===== src/rtl/mux_stream_pkg.sv =====
// Shared definitions for stream multiplexers and arbiters: mode encodings
// and the rotated-priority search used by round-robin arbitration.
package mux_stream_pkg;

  localparam logic MODE_FIXED = 1'b0;
  localparam logic MODE_RR    = 1'b1;

  // Widest arbiter the search function supports.
  localparam int MAX_N     = 16;
  localparam int MAX_SEL_W = 4;

  typedef struct packed {
    logic                 found;
    logic [MAX_SEL_W-1:0] idx;
  } rr_pick_t;

  // First requester at or after ptr+1, wrapping back around to ptr itself.
  // n is the number of live channels; req bits at n and above are ignored.
  function automatic rr_pick_t rr_search(input logic [MAX_N-1:0]     req,
                                         input logic [MAX_SEL_W-1:0] ptr,
                                         input int                   n);
    rr_pick_t r;
    int       c;
    r = '0;
    for (int k = 1; k <= MAX_N; k++) begin
      c = int'(ptr) + k;
      if (c >= n) c = c - n;
      if ((k <= n) && !r.found && (c < MAX_N) && req[c[MAX_SEL_W-1:0]]) begin
        r.found = 1'b1;
        r.idx   = c[MAX_SEL_W-1:0];
      end
    end
    return r;
  endfunction

endpackage


===== src/rtl/rr_arbiter.sv =====
// Combinational round-robin arbiter: picks the first requester after ptr,
// wrapping around. The pointer register lives in the instantiating block.
module rr_arbiter
  import mux_stream_pkg::*;
#(
  parameter int N     = 4,
  parameter int SEL_W = $clog2(N)
) (
  input  logic [N-1:0]     req,
  input  logic [SEL_W-1:0] ptr,
  input  logic             en,
  output logic [N-1:0]     grant,
  output logic [SEL_W-1:0] grant_idx,
  output logic             grant_vld
);

  logic [MAX_N-1:0]     req_x;
  logic [MAX_SEL_W-1:0] ptr_x;
  rr_pick_t             pick;

  // Widen to the search function's fixed width, search, and gate by en.
  always_comb begin
    req_x            = '0;
    req_x[N-1:0]     = req;
    ptr_x            = '0;
    ptr_x[SEL_W-1:0] = ptr;
    pick             = rr_search(req_x, ptr_x, N);
    grant            = '0;
    grant_idx        = '0;
    grant_vld        = 1'b0;
    if (en && pick.found) begin
      grant_vld = 1'b1;
      grant_idx = pick.idx[SEL_W-1:0];
      grant     = N'(1) << pick.idx;
    end
  end

endmodule


===== src/rtl/mux_nx1_stream.sv =====
// N-channel stream multiplexer with fixed-select or round-robin arbitration
// and a one-entry registered output stage with valid/ready handshakes.
module mux_nx1_stream
  import mux_stream_pkg::*;
#(
  parameter int N     = 4,
  parameter int W     = 8,
  parameter int SEL_W = $clog2(N)
) (
  input  logic             clk,
  input  logic             rst_n,
  input  logic [N*W-1:0]   in_data,
  input  logic [N-1:0]     in_valid,
  output logic [N-1:0]     in_ready,
  input  logic             mode,
  input  logic [SEL_W-1:0] sel,
  output logic [W-1:0]     out_data,
  output logic [SEL_W-1:0] out_chan,
  output logic             out_valid,
  input  logic             out_ready
);

  // Output register stage and arbitration pointer.
  logic             vld_p1;
  logic [W-1:0]     data_p1;
  logic [SEL_W-1:0] chan_p1;
  logic [SEL_W-1:0] ptr;

  logic [N-1:0]     rr_grant;
  logic [SEL_W-1:0] rr_idx;
  logic             rr_vld;

  logic [N-1:0]     fix_grant;
  logic [N-1:0]     grant_oh;
  logic [SEL_W-1:0] grant_idx;
  logic             grant_vld;
  logic [W-1:0]     grant_data;
  logic             load_en;
  logic             xfer;

  rr_arbiter #(.N(N), .SEL_W(SEL_W)) u_rr (
    .req       (in_valid),
    .ptr       (ptr),
    .en        (mode == MODE_RR),
    .grant     (rr_grant),
    .grant_idx (rr_idx),
    .grant_vld (rr_vld)
  );

  // Fixed-mode grant; an out-of-range sel matches no channel and never grants.
  always_comb begin
    fix_grant = '0;
    for (int i = 0; i < N; i++) begin
      if ((mode == MODE_FIXED) && (sel == SEL_W'(i)) && in_valid[i]) fix_grant[i] = 1'b1;
    end
  end

  // Merge the two grant sources and pick the winning channel's data.
  always_comb begin
    grant_oh   = (mode == MODE_RR) ? rr_grant : fix_grant;
    grant_idx  = (mode == MODE_RR) ? rr_idx : sel;
    grant_vld  = rr_vld | (|fix_grant);
    grant_data = '0;
    for (int i = 0; i < N; i++) begin
      if (grant_idx == SEL_W'(i)) grant_data = in_data[i*W +: W];
    end
  end

  // Handshake: the output stage accepts when empty or draining this cycle.
  always_comb begin
    load_en  = !vld_p1 || out_ready;
    xfer     = rst_n && load_en && grant_vld;
    in_ready = (rst_n && load_en) ? grant_oh : '0;
  end

  // Output register and pointer; a reset discards any held word.
  always_ff @(posedge clk) begin
    if (!rst_n) begin
      vld_p1  <= 1'b0;
      data_p1 <= '0;
      chan_p1 <= '0;
      ptr     <= SEL_W'(N - 1);
    end else if (load_en) begin
      vld_p1 <= xfer;
      if (xfer) begin
        data_p1 <= grant_data;
        chan_p1 <= grant_idx;
        ptr     <= grant_idx;
      end
    end
  end

  assign out_data  = data_p1;
  assign out_chan  = chan_p1;
  assign out_valid = vld_p1;

endmodule


===== config.mk =====
export PLATFORM = sky130hd
export DESIGN_NAME = mux_nx1_stream
export DESIGN_NICKNAME = d
export VERILOG_FILES = /design/src/rtl/mux_stream_pkg.sv /design/src/rtl/rr_arbiter.sv /design/src/rtl/mux_nx1_stream.sv
export SDC_FILE = /design/constraint.sdc
export NUM_CORES = 1
export LEC_CHECK = 0
export ABC_CLOCK_PERIOD_IN_PS = 7400
export BUFFER_PORTS_ARGS = -buffer_cell sky130_fd_sc_hd__buf_2
export CAP_MARGIN = 20
export CORE_ASPECT_RATIO = 0.9
export CORE_MARGIN = 2
export CORE_UTILIZATION = 56
export DETAILED_ROUTE_END_ITERATION = 10
export PLACE_DENSITY = 0.94
export SLEW_MARGIN = 10
export SYNTH_ARGS = -nofsm -noshare
export SYNTH_HDL_FRONTEND = slang
export SYNTH_SLANG_ARGS = --single-unit
export TNS_END_PERCENT = 20

===== constraint.sdc =====
create_clock -name clk -period 7.4 [get_ports clk]
set_input_delay 1.85 -clock clk [delete_from_list [all_inputs] [get_ports clk]]
set_output_delay 1.85 -clock clk [all_outputs]
set_load 0.01 [all_outputs]

# Yosys cells after proc, flatten, opt, wreduce, memory -nomap -nowiden
# Index checks and enable logic that the tools add are counted.
# totals
regBits	13
inputBits	42
out_inout_bits	15
word_cells	90
# op_classes
add_sub_neg	8
n_lt_le_gt_ge	12
eq_ne	6
shifts	1
mux	30
n_bitwise	2
n_reduce_logical	27
# op_table
op	n
$ge A32 B4 Y1 const B	4
$lt A32 B6 Y1 const B	4
$mux W32	4
$sub A32 B4 Y32 const B	4
$mux W8	4
$lt A4 B5 Y1 const B	4
$mux W5	4
$logic_and A1 B1 Y1	18
$bmux W1 S4	4
$mux W4	3
$mux W1	9
$eq A2 B2 Y1 const B	4
$add A2 B2 Y3 const B	2
$add A2 B3 Y4 const B	1
$eq A2 B1 Y1 const B	2
$logic_not A1 Y1	4
$logic_not A2 Y1	2
$mux W2	2
$reduce_or A4 Y1	1
$shl A1 B4 Y4 const A	1
$add A2 B1 Y3 const B	1
$reduce_and A2 Y1	1
$logic_or A1 B1 Y1	1
$not A1 Y1	1
$or A1 B1 Y1	1

# Logic depth before layout (Yosys ltp)
# depth
word_depth	27
depth_mapped	11
ltp_nobuf	8

# Hierarchy
# A second synthesis with hierarchy kept.
# unflattened
cells_unflattened	142
area_unflattened_um2	1267.5
# by_module_without_submodules
mod	instances	cells_each	area_each_um2	seq_area_each_um2
mux_nx1_stream	1	82	819.5	260.2
rr_arbiter	1	60	447.9	0.0

# Worst setup path before layout
# Ideal clock, no wire load.
# synth_timing
path_type	input to output
startpoint	in in_valid[2]
endpoint	out in_ready[2]
arrival_ps	3508
required_ps	5550
path_slack_ps	2042
stages	8
path_cell_list	mux2_2 > a22o_4 > o31a_1 > buf_6 > buf_2 > a21oi_1 > o211ai_1 > a21oi_1
# synth_via
elab_chain_cells	20
word_cells_on_any_way	29
classes_between	shift (1); mux (16); reduce/logical (12)
# synth_lines
item	line	text
from (decl)	mux_nx1_stream.sv:13	input logic [N-1:0] in_valid,
$bmux W1 S4	mux_stream_pkg.sv:28	if ((k <= n) && !r.found && (c < MAX_N) && req[c[MAX_SEL_W-1:0]]) begin
$mux W1 (not written as such)	mux_stream_pkg.sv:28	
$logic_and A1 B1 Y1	mux_stream_pkg.sv:28	
$mux W5	mux_stream_pkg.sv:28	
$logic_not A1 Y1	mux_stream_pkg.sv:28	
$logic_and A1 B1 Y1 (2 in series)	mux_stream_pkg.sv:28	
$mux W5	mux_stream_pkg.sv:28	
$logic_not A1 Y1	mux_stream_pkg.sv:28	
$logic_and A1 B1 Y1 (2 in series)	mux_stream_pkg.sv:28	
$mux W5	mux_stream_pkg.sv:28	
$logic_not A1 Y1	mux_stream_pkg.sv:28	
$logic_and A1 B1 Y1 (2 in series)	mux_stream_pkg.sv:28	
$mux W5	mux_stream_pkg.sv:28	
$shl A1 B4 Y4 or $logic_and A1 B1 Y1 (tied branches)	rr_arbiter.sv:34, rr_arbiter.sv:31	
$mux W4	rr_arbiter.sv:31	if (en && pick.found) begin
$mux W4 (*)	mux_nx1_stream.sv:60	grant_oh = (mode == MODE_RR) ? rr_grant : fix_grant;
$mux W4 (*)	mux_nx1_stream.sv:73	in_ready = (rst_n && load_en) ? grant_oh : '0;
to (decl)	mux_nx1_stream.sv:14	output logic [N-1:0] in_ready,
# Every way passes the cells marked *; elsewhere a longest branch is shown, timed or not. The select of a mux whose other input is x is not followed.

# Worst setup path after layout
# Same ends and word-level chain as after synthesis.

==> metrics.yaml <==
status: "finished, final reports clean"
grt_pass1_vias: 1864
fillCellCount: 274
dp_hpwl_mm: 3.80
slew_viol_final: 0
post-route-util_pct: 67.4
synth_edf_count: 0
row_count: 19
grt_pass1_wl_mm: 8.39
synth_top_area_share_pct: 14.6
synthCells: 245
area_growth_pct: 15.4
clkLatencyLatePin_ps: 290
period_share_pct: 77.0
hold_path_class: "reg -> reg"
drt-total-wl_mm: 5.24
synth_warnings: 0
syn_nets: 292
antenna_cells: 0
p_leak_nw: 0.818
cts_max_path_buffers: 2
antenna_found_initial: 0
cts_made_buffers: 3
layout_min_cycle_time_ps: 5700
ant_nets: 0
timing.fmax_mhz: 176
nNetsFinal: 333
critPathKind: "in -> out"
first_pass_iters: 8
yosys_most_used_dff: "dfxtp_1"
hold_buffers: 0
tritoncts: "yes"
setup_slack_ps: 1710
place_ws_ps: 1730
cts_max_level: 1
fp.dieH_um: 57.5
p_per_area_nw_per_um2: 253
mostFrequentLayoutCells: "56 x buf_2, 28 x nand2_1, 23 x a21oi_1, 18 x o211ai_1"
worstMarginPinSlew_ps: 777
cts_sinks: 13
routabilityCongestion: 0.980
setup-violations-final: 0
multi_input_area_um2: 1400
cp.arrival_ps: 3840
worstPathRequired_ps: 5550
vias: 2214
irDropWorstVdd_mv: 0.138
ioPinCount: 57
drc_errors: 0
syn_area_um2: 1780
dp.cells: 323
rsz0062_at_grt: "false"
drtIter0Drc: 240
finalHoldViolations: 0
die-area_um2: 3640
worstHoldStart: "out_chan[1]$_SDFFE_PN0P_"
mostFrequentLayoutCell: "buf_2"
cap_violations: 0
die_w_um: 63.4
initial_utilization_pct: 58.4
synth_area_leader_cell: "dfxtp_1"
final_cell_count_no_fill: 327
slew_headroom_pct: 48.2
drive_gt1_share_pct: 26.0
endpoint_kind: "output port"
post-cts-setup-buffers: 0
grt_usage_pct: 28.3
avgRoutedWirePerCell_um: 16.0
clock-root-buffer: "clkbuf_4"
grt_overflow: 0
crit_chain: "buf_2 -> mux2_2 -> a22o_4 -> o31a_1 -> a21oi_1 -> o211ai_1 -> a21oi_1 -> buf_2"
startpoint: "in_valid[2]"
startpoint_type: "input port"
cts_resized: 0
synth_cell_type_count: 51
vias_per_cell: 6.77
setup_tns_ps: 0
synth-seq-cells: 13
register_area_um2: 260
core_um2: 3040
cts.reportedPaths.clkPinSlew_ps: 80
avgSynthCellArea_um2: 7.26
r2r_start: "ptr[0]$_SDFFE_PN1P_"
fin_skew_ps: 4.09
worstPathMaxFanout: 18
ys_async_sr_fraction_pct: 0
critPathMaxStageDelay_ps: 520
grt_max_degree: 40
cp_slowest_cell: "o31a_1"
synth_area_leaders: "dfxtp_1 15%, o211ai_1 7.6%, nor3b_1 6.8%"
io_buffers: 56
yosysSeqAreaShare_pct: 14.6
## critical path, delay by kind of cell
kind,cells,cell delay [ps]
AOI/OAI and AO/OA,5,1390
muxes,1,330
buffers and inverters,2,260
## state kept, by name, indices dropped and copies added (netlist names)
name / count
out_valid: 1
out_data: 8
ptr: 2
out_chan: 2
## Yosys cell counts (2+ instances only)
master / n
a21boi_0: 2
a21oi_1: 23
a221oi_1: 9
a31o_2: 2
a31oi_1: 3
buf_1: 3
buf_2: 4
buf_6: 3
clkbuf_1: 13
dfxtp_1: 13
ha_1: 5
inv_1: 2
mux2_2: 2
mux2i_1: 2
nand2_1: 28
nand2b_1: 2
nand3_1: 14
nand3b_1: 3
nand4_1: 16
nor2_1: 7
nor2b_1: 2
nor3_1: 8
nor3b_1: 16
nor4b_1: 8
o211ai_1: 18
o21a_1: 2
o2bb2ai_1: 2
o31a_1: 2
o31ai_1: 8
or3_1: 2
## power breakdown
part | total (mW) | internal, mW | switching (mW) | leakage [nW]
combinational | 0.365 | 0.141 | 0.224 | 0.694
sequential | 0.106 | 0.0892 | 0.0172 | 0.108
clock | 0.0468 | 0.0210 | 0.0258 | 0.0150
total | 0.518 | 0.251 | 0.267 | 0.818
## per-layer routing
metal	global-route usage, %	wire length, um	vias to the layer above
li1	-	-	1052
met1	39.6	2210	997
met2	46.6	2410	152
met3	2.56	549	13
met4	8.70	70	0
met5	0	0	-
## per-stage QoR
step | hold WS (ps) | power, mW | area (um2)
6_report | 466 | 0.518 | 2050
5_1_grt | 492 | 0.554 | 2050
4_1_cts | 473 | 0.508 | 2050
3_5_place_dp | 461 | 0.463 | 2030
3_3_place_gp | 439 | 0.450 | 2030
2_1_floorplan | 479 | 0.383 | 1780
## logic make-up (layout without fill, tap and decap cells)
group,count (synthesis),after routing,synth area share [%]
compound gates,82,82,33.6
fa+ha+maj,5,5,3.52
buf+inv,25,65,6.83
flops,13,13,14.6
mux,6,6,4.50
simple gates,114,114,36.9
## final timing paths
| check | depth (start not counted) | slack [ps] | end |
|---|---|---|---|
| worst max-delay path | 8 | 1710 | in_ready[2] |
| worst max register to register | 8 | 3590 | out_data[1]$_SDFFE_PN0P_ |
| worst min register to register | 2 | 470 | out_chan[1]$_SDFFE_PN0P_ |
| worst min-delay path | 2 | 470 | out_chan[1]$_SDFFE_PN0P_ |
## layout make-up
cell class,count,share of cell area [%]
sequential,13,12.7
clock buffer,4,1.28
inverter,2,0.366
timing repair buffer,59,14.8
multi-input combinational,207,68.4
tap,42,2.56
(Power assumes the default switching activity.)
